--- src/rtl/mmio_pwm_responder.sv ---
// Memory-mapped responder for the data-memory port: four 8-bit PWM duty registers
// driving led/red/green/blue, plus free-running micros/millis counters.
module mmio_pwm_responder #(
    parameter int unsigned CLK_FREQ_HZ    = 12000000,
    parameter bit          RGB_ACTIVE_LOW = 1'b1
) (
    input  logic        clk,
    input  logic        reset,
    input  logic [31:0] dmem_address,
    input  logic [31:0] dmem_data_in,
    input  logic        dmem_wren,
    input  logic [2:0]  funct3,
    output logic [31:0] dmem_data_out,
    output logic        dmem_hit,
    output logic        led,
    output logic        red,
    output logic        green,
    output logic        blue
);

    // CLK_FREQ_HZ must be an exact multiple of 1 MHz and at least 2 MHz.
    localparam int unsigned   PRESC      = CLK_FREQ_HZ / 1000000;
    localparam int            PW         = $clog2(PRESC);
    localparam logic [PW-1:0] PRESC_LAST = PW'(PRESC - 1);

    typedef enum logic [2:0] {
        F3_B  = 3'b000,
        F3_H  = 3'b001,
        F3_W  = 3'b010,
        F3_BU = 3'b100,
        F3_HU = 3'b101
    } funct3_e;

    typedef enum logic [1:0] {
        REG_ZERO   = 2'b00,
        REG_MICROS = 2'b01,
        REG_MILLIS = 2'b10,
        REG_DUTY   = 2'b11
    } reg_sel_e;

    logic [31:0]   duty_q, duty_d;
    logic [PW-1:0] presc_q, presc_d;
    logic [9:0]    ms_sub_q, ms_sub_d;
    logic [31:0]   micros_q, micros_d;
    logic [31:0]   millis_q, millis_d;
    logic [7:0]    pwm_cnt_q, pwm_cnt_d;
    logic [31:0]   rdata_q, rdata_d;
    logic          hit_q, hit_d;
    logic          led_q, led_d;
    logic          red_q, red_d;
    logic          green_q, green_d;
    logic          blue_q, blue_d;

    logic          in_window;
    reg_sel_e      sel;
    logic [31:0]   reg_word;
    logic [31:0]   byte_shift;
    logic [7:0]    lane_b;
    logic [15:0]   lane_h;
    logic          presc_wrap;
    logic          ms_wrap;

    assign in_window = (dmem_address[31:4] == 28'hFFFFFFF);
    assign sel       = reg_sel_e'(dmem_address[3:2]);

    always_comb begin
        reg_word = '0;
        case (sel)
            REG_DUTY:   reg_word = duty_q;
            REG_MILLIS: reg_word = millis_q;
            REG_MICROS: reg_word = micros_q;
            default:    reg_word = '0;
        endcase
    end

    assign byte_shift = reg_word >> {dmem_address[1:0], 3'b000};
    assign lane_b     = byte_shift[7:0];
    assign lane_h     = dmem_address[1] ? reg_word[31:16] : reg_word[15:0];

    // Load data is formatted from the current (pre-store) register values, so a
    // read coincident with a store returns the old contents.
    always_comb begin
        rdata_d = '0;
        hit_d   = in_window;
        case (funct3)
            F3_B:  rdata_d = {{24{lane_b[7]}}, lane_b};
            F3_BU: rdata_d = {24'h0, lane_b};
            F3_H:  if (!dmem_address[0]) rdata_d = {{16{lane_h[15]}}, lane_h};
            F3_HU: if (!dmem_address[0]) rdata_d = {16'h0, lane_h};
            F3_W:  if (dmem_address[1:0] == 2'b00) rdata_d = reg_word;
            default: rdata_d = '0;
        endcase
        if (!in_window) rdata_d = '0;
    end

    always_comb begin
        duty_d = duty_q;
        if (dmem_wren && in_window && sel == REG_DUTY) begin
            case (funct3)
                F3_B: duty_d[{dmem_address[1:0], 3'b000} +: 8] = dmem_data_in[7:0];
                F3_H: if (!dmem_address[0]) duty_d[{dmem_address[1], 4'b0000} +: 16] = dmem_data_in[15:0];
                F3_W: if (dmem_address[1:0] == 2'b00) duty_d = dmem_data_in;
                default: duty_d = duty_q;
            endcase
        end
    end

    // Microsecond prescaler feeds micros and a 0..999 sub-counter that feeds millis.
    assign presc_wrap = (presc_q == PRESC_LAST);
    assign ms_wrap    = presc_wrap && (ms_sub_q == 10'd999);
    assign presc_d    = presc_wrap ? '0 : presc_q + 1'b1;
    assign micros_d   = micros_q + {31'b0, presc_wrap};
    assign millis_d   = millis_q + {31'b0, ms_wrap};

    always_comb begin
        ms_sub_d = ms_sub_q;
        if (presc_wrap) ms_sub_d = ms_wrap ? 10'd0 : ms_sub_q + 10'd1;
    end

    assign pwm_cnt_d = pwm_cnt_q + 8'd1;
    assign led_d     = (pwm_cnt_q < duty_q[31:24]);
    assign red_d     = (pwm_cnt_q < duty_q[23:16]) ^ RGB_ACTIVE_LOW;
    assign green_d   = (pwm_cnt_q < duty_q[15:8])  ^ RGB_ACTIVE_LOW;
    assign blue_d    = (pwm_cnt_q < duty_q[7:0])   ^ RGB_ACTIVE_LOW;

    // NOTE: state updates use non-blocking assignments so every register samples
    // the pre-edge values; reset is synchronous and also discards a coincident store.
    always_ff @(posedge clk) begin
        if (reset) begin
            duty_q    <= '0;
            presc_q   <= '0;
            ms_sub_q  <= '0;
            micros_q  <= '0;
            millis_q  <= '0;
            pwm_cnt_q <= '0;
            rdata_q   <= '0;
            hit_q     <= 1'b0;
            led_q     <= 1'b0;
            red_q     <= RGB_ACTIVE_LOW;
            green_q   <= RGB_ACTIVE_LOW;
            blue_q    <= RGB_ACTIVE_LOW;
        end else begin
            duty_q    <= duty_d;
            presc_q   <= presc_d;
            ms_sub_q  <= ms_sub_d;
            micros_q  <= micros_d;
            millis_q  <= millis_d;
            pwm_cnt_q <= pwm_cnt_d;
            rdata_q   <= rdata_d;
            hit_q     <= hit_d;
            led_q     <= led_d;
            red_q     <= red_d;
            green_q   <= green_d;
            blue_q    <= blue_d;
        end
    end

    assign dmem_data_out = rdata_q;
    assign dmem_hit      = hit_q;
    assign led           = led_q;
    assign red           = red_q;
    assign green         = green_q;
    assign blue          = blue_q;

endmodule
--- config.mk ---
export PLATFORM = sky130hd
export DESIGN_NAME = mmio_pwm_responder
export DESIGN_NICKNAME = d
export VERILOG_FILES = /design/src/rtl/mmio_pwm_responder.sv
export SDC_FILE = /design/constraint.sdc
export NUM_CORES = 1
export LEC_CHECK = 0
export BUFFER_PORTS_ARGS = -buffer_cell sky130_fd_sc_hd__buf_2
export CAP_MARGIN = 20
export CORE_ASPECT_RATIO = 1.5
export CORE_MARGIN = 1.5
export CORE_UTILIZATION = 60
export CTS_CLUSTER_DIAMETER = 150
export DETAILED_ROUTE_END_ITERATION = 8
export PLACE_DENSITY = 0.85
export SLEW_MARGIN = 15
export SYNTH_ARGS = -nofsm -noshare
export SYNTH_HDL_FRONTEND = slang
export SYNTH_SLANG_ARGS = --single-unit
--- constraint.sdc ---
create_clock -name clk -period 7.05 [get_ports clk]
set_input_delay 1.41 -clock clk [delete_from_list [all_inputs] [get_ports clk]]
set_output_delay 1.41 -clock clk [all_outputs]
set_load 0.05 [all_outputs]
==> flow_metrics.env <==
export IMPL_clockRootBuffer="clkbuf_16"
export IMPL_tightest_slew_ns=0.972
export IMPL_antenna_found_initial=0
export IMPL_wl_per_cell_um=19.4
export IMPL_synthMuxAreaShare=0.0693
export IMPL_multi_input_area_mm2=0.00495
export IMPL_fin_hold_ws_ns=0.456
export IMPL_hold_buffers=0
export IMPL_hold_viol=0
export IMPL_crit_path_start="dmem_address[1]"
export IMPL_final_period_utilization=0.583
export IMPL_ir_worst_vdd_uv=158
export IMPL_ff_latch_area_mm2=0.00310
export IMPL_gp_congestion=0.968
export IMPL_htreeDepth=4
export IMPL_critPathCaptureType="flop"
export IMPL_grt_ovfl_total=0
export IMPL_synth_distinct_cells=69
export IMPL_route_detailed_drc=0
export IMPL_io_buffers=106
export IMPL_yosysTopAreaCell="dfxtp_1"
export IMPL_cts_resized=0
export IMPL_synth_top_family_by_area="simple AND/OR/NAND/NOR gates"
export IMPL_start_util=0.621
export IMPL_netlist_instances=968
export IMPL_post_cts_buffers=0
export IMPL_synth_seq_cells=155
export IMPL_layout_min_cycle_time_ns=4.11
export IMPL_rsz0062_at_grt="false"
export IMPL_crit_path_start_kind="primary input"
export IMPL_crit_buf_inv=2
export IMPL_coreArea_mm2=0.0136
export IMPL_viasPerCell=6.22
export IMPL_synth_area_top_cells="dfxtp_1 (37%), mux2i_1 (6.4%), ha_1 (5.9%), a211oi_1 (4.2%), nor2_1 (4.1%)"
export IMPL_drt_pass1_iterations=6
export IMPL_synth_warnings=0
export IMPL_holdPathStages=1
export IMPL_grt_pass1_wl_um=37700
export IMPL_clkSinkCount=155
export IMPL_die_area_mm2=0.0148
export IMPL_min_from="presc_q[0]"
export IMPL_cpMaxStageDelayCell="and2_1"
export IMPL_ant_nets=0
export IMPL_first_iter_violations=623
export IMPL_maxCapViolations=0
export IMPL_clk_pin_slew_ns=0.06
export IMPL_worstSetupPathType="in2reg"
export IMPL_powerDensity_mw_per_mm2=205
export IMPL_synth_top_area_share=0.367
export IMPL_cts_tree="done"
export IMPL_grt_use_total=0.327
export IMPL_critPathTopFamily="compound AO/OA/AOI/OAI gates"
export IMPL_dp_hpwl_um=17400
export IMPL_ios=107
export IMPL_grt_max_degree=80
export IMPL_fmaxAchievable_mhz=243
export IMPL_grt_pass1_vias=7323
export IMPL_via_count=7613
export IMPL_synth_area_mm2=0.00845
export IMPL_setup_violations_final=0
export IMPL_clock_skew_ns=0.00838
export IMPL_synth_xor_area_frac=0.0693
export IMPL_worst_r2r_setup_slack_ns=3.49
export IMPL_cts_made_buffers=17
export IMPL_die_h_um=148
export IMPL_crit_chain="buf_2, inv_1, ha_1, and2_1, o22ai_1, o22a_1, a21oi_1"
export IMPL_status="completed"
export IMPL_clk_latency_ns=0.43
export IMPL_synth_nets=1078
export IMPL_cp_data_arrival_time_ns=4.44
export IMPL_setup_tns_ns=0
export IMPL_leakagePower_nw=3.62
export IMPL_final_layout_size_suffix_gt1_frac=0.160
export IMPL_cp_max_fo=26
export IMPL_hp_class="reg2reg"
export IMPL_die_w_um=99.9
export IMPL_synth_compound_area_frac=0.185
export IMPL_slowest_delay_ns=0.77
export IMPL_antennaDiodeCount=0
export IMPL_crit_required_ns=7.38
export IMPL_rows=52
export IMPL_synth_simple_area_share=0.202
export IMPL_syn_avg_cell_area_um2=8.72
export IMPL_fill_cells=1034
export IMPL_finalNetCount=1160
export IMPL_synth_seq_area_share=0.367
export IMPL_slew_viol_final=0
export IMPL_r2r_cells=13
export IMPL_reg2reg_to="millis_q[30]"
export IMPL_area_growth_pct=13.6
export IMPL_synth_edf_count=0
export IMPL_slew_headroom=0.351
export IMPL_cts_buffer_depth=2
export IMPL_ys_flop_type="dfxtp_1"
export IMPL_synthAdderAreaFrac=0.0593
export IMPL_min_to="presc_q[0]"
export IMPL_wirelength_um=23800
export IMPL_worstReg2RegStart="presc_q[0]"
export IMPL_ys_async_sr_fraction=0
cell type report:
cell class	instances	share of cell area
clock inverter	13	0.0173
inverter	44	0.0172
sequential	155	0.323
timing repair buffer	110	0.0595
tap	162	0.0211
multi-input combinational	722	0.516
clock buffer	18	0.0458
logic make-up (layout without fill, tap and decap cells):
| group | count (synthesis) | after routing |
|---|---|---|
| multiplexers | 57 | 57 |
| XOR/XNOR | 66 | 66 |
| AND/OR/NAND/NOR | 336 | 336 |
| AO/OA/AOI/OAI | 223 | 223 |
| buffers and inverters | 91 | 185 |
| adder cells (fa/ha/maj) | 40 | 40 |
| flip-flops | 155 | 155 |
cells in the final DEF (no fill, tap or decap), drive strengths merged, types with 20 or more instances in the layout:
cell type,count
nor2,94
inv,47
ha,40
nand4,29
buf,110
xor2,33
xnor2,33
mux2i,54
a211oi,48
a21oi,65
o21ai,38
nor3,20
dfxtp,155
nand3,29
nand2,89
cell usage after synthesis (all sizes together), types with 3 or more instances:
library cell  number
dfxtp            155
and2               7
a211oi            48
nand2b             5
xor2              33
buf               28
o2111ai            3
and3              10
mux2i             54
ha                40
a21o               7
or2                5
xnor2             33
nor2b              9
or3                9
nor3b              4
clkbuf            19
nor4              10
nor2              94
o2bb2ai           18
and4               6
nand3             29
o22a               7
nand2             89
nand4             29
o21ai             38
a22o              15
nor3              20
a21oi             65
a2bb2oi            7
inv               44
worst max-delay path by stage:
| stage | end | slack [ns] | cells past startpoint |
|---|---|---|---|
| 6_report | dmem_data_out[3] | 2.94 | 7 |
| 5_1_grt | flop | 2.81 | 8 |
| 4_1_cts | dmem_data_out[3] | 3.09 | 6 |
| 3_5_place_dp | flop | 2.69 | 8 |
| 3_3_place_gp | flop | 2.73 | 8 |
| 2_1_floorplan | flop | 3.50 | 9 |
through the flow:
stage | instance area, um^2 | std cells | setup WS [ns] | util | power, mW
2_1_floorplan | 8450 | 968 | 3.50 | - | 0.988
3_3_place_gp | 8970 | 1191 | 2.73 | 0.660 | 1.03
3_5_place_dp | 8980 | 1192 | 2.69 | 0.661 | 1.03
4_1_cts | 9590 | 1223 | 3.09 | 0.705 | 1.96
5_1_grt | 9600 | 1224 | 2.81 | 0.706 | 2.02
6_report | 9600 | 1224 | 2.94 | 0.706 | 1.96
routing by layer:
| layer | GRT usage | wire, um | vias up |
|---|---|---|---|
| li1 | - | - | 3635 |
| met1 | 0.380 | 9100 | 3575 |
| met2 | 0.556 | 11900 | 308 |
| met3 | 0.0555 | 1300 | 95 |
| met4 | 0.201 | 1480 | 0 |
| met5 | 0 | 0 | - |
power by group:
group / switching, mW / internal, mW / total, mW
registers: 0.00549 / 0.881 / 0.886
logic: 0.0842 / 0.0466 / 0.131
clock network: 0.379 / 0.567 / 0.946
(Power assumes the default switching activity.)
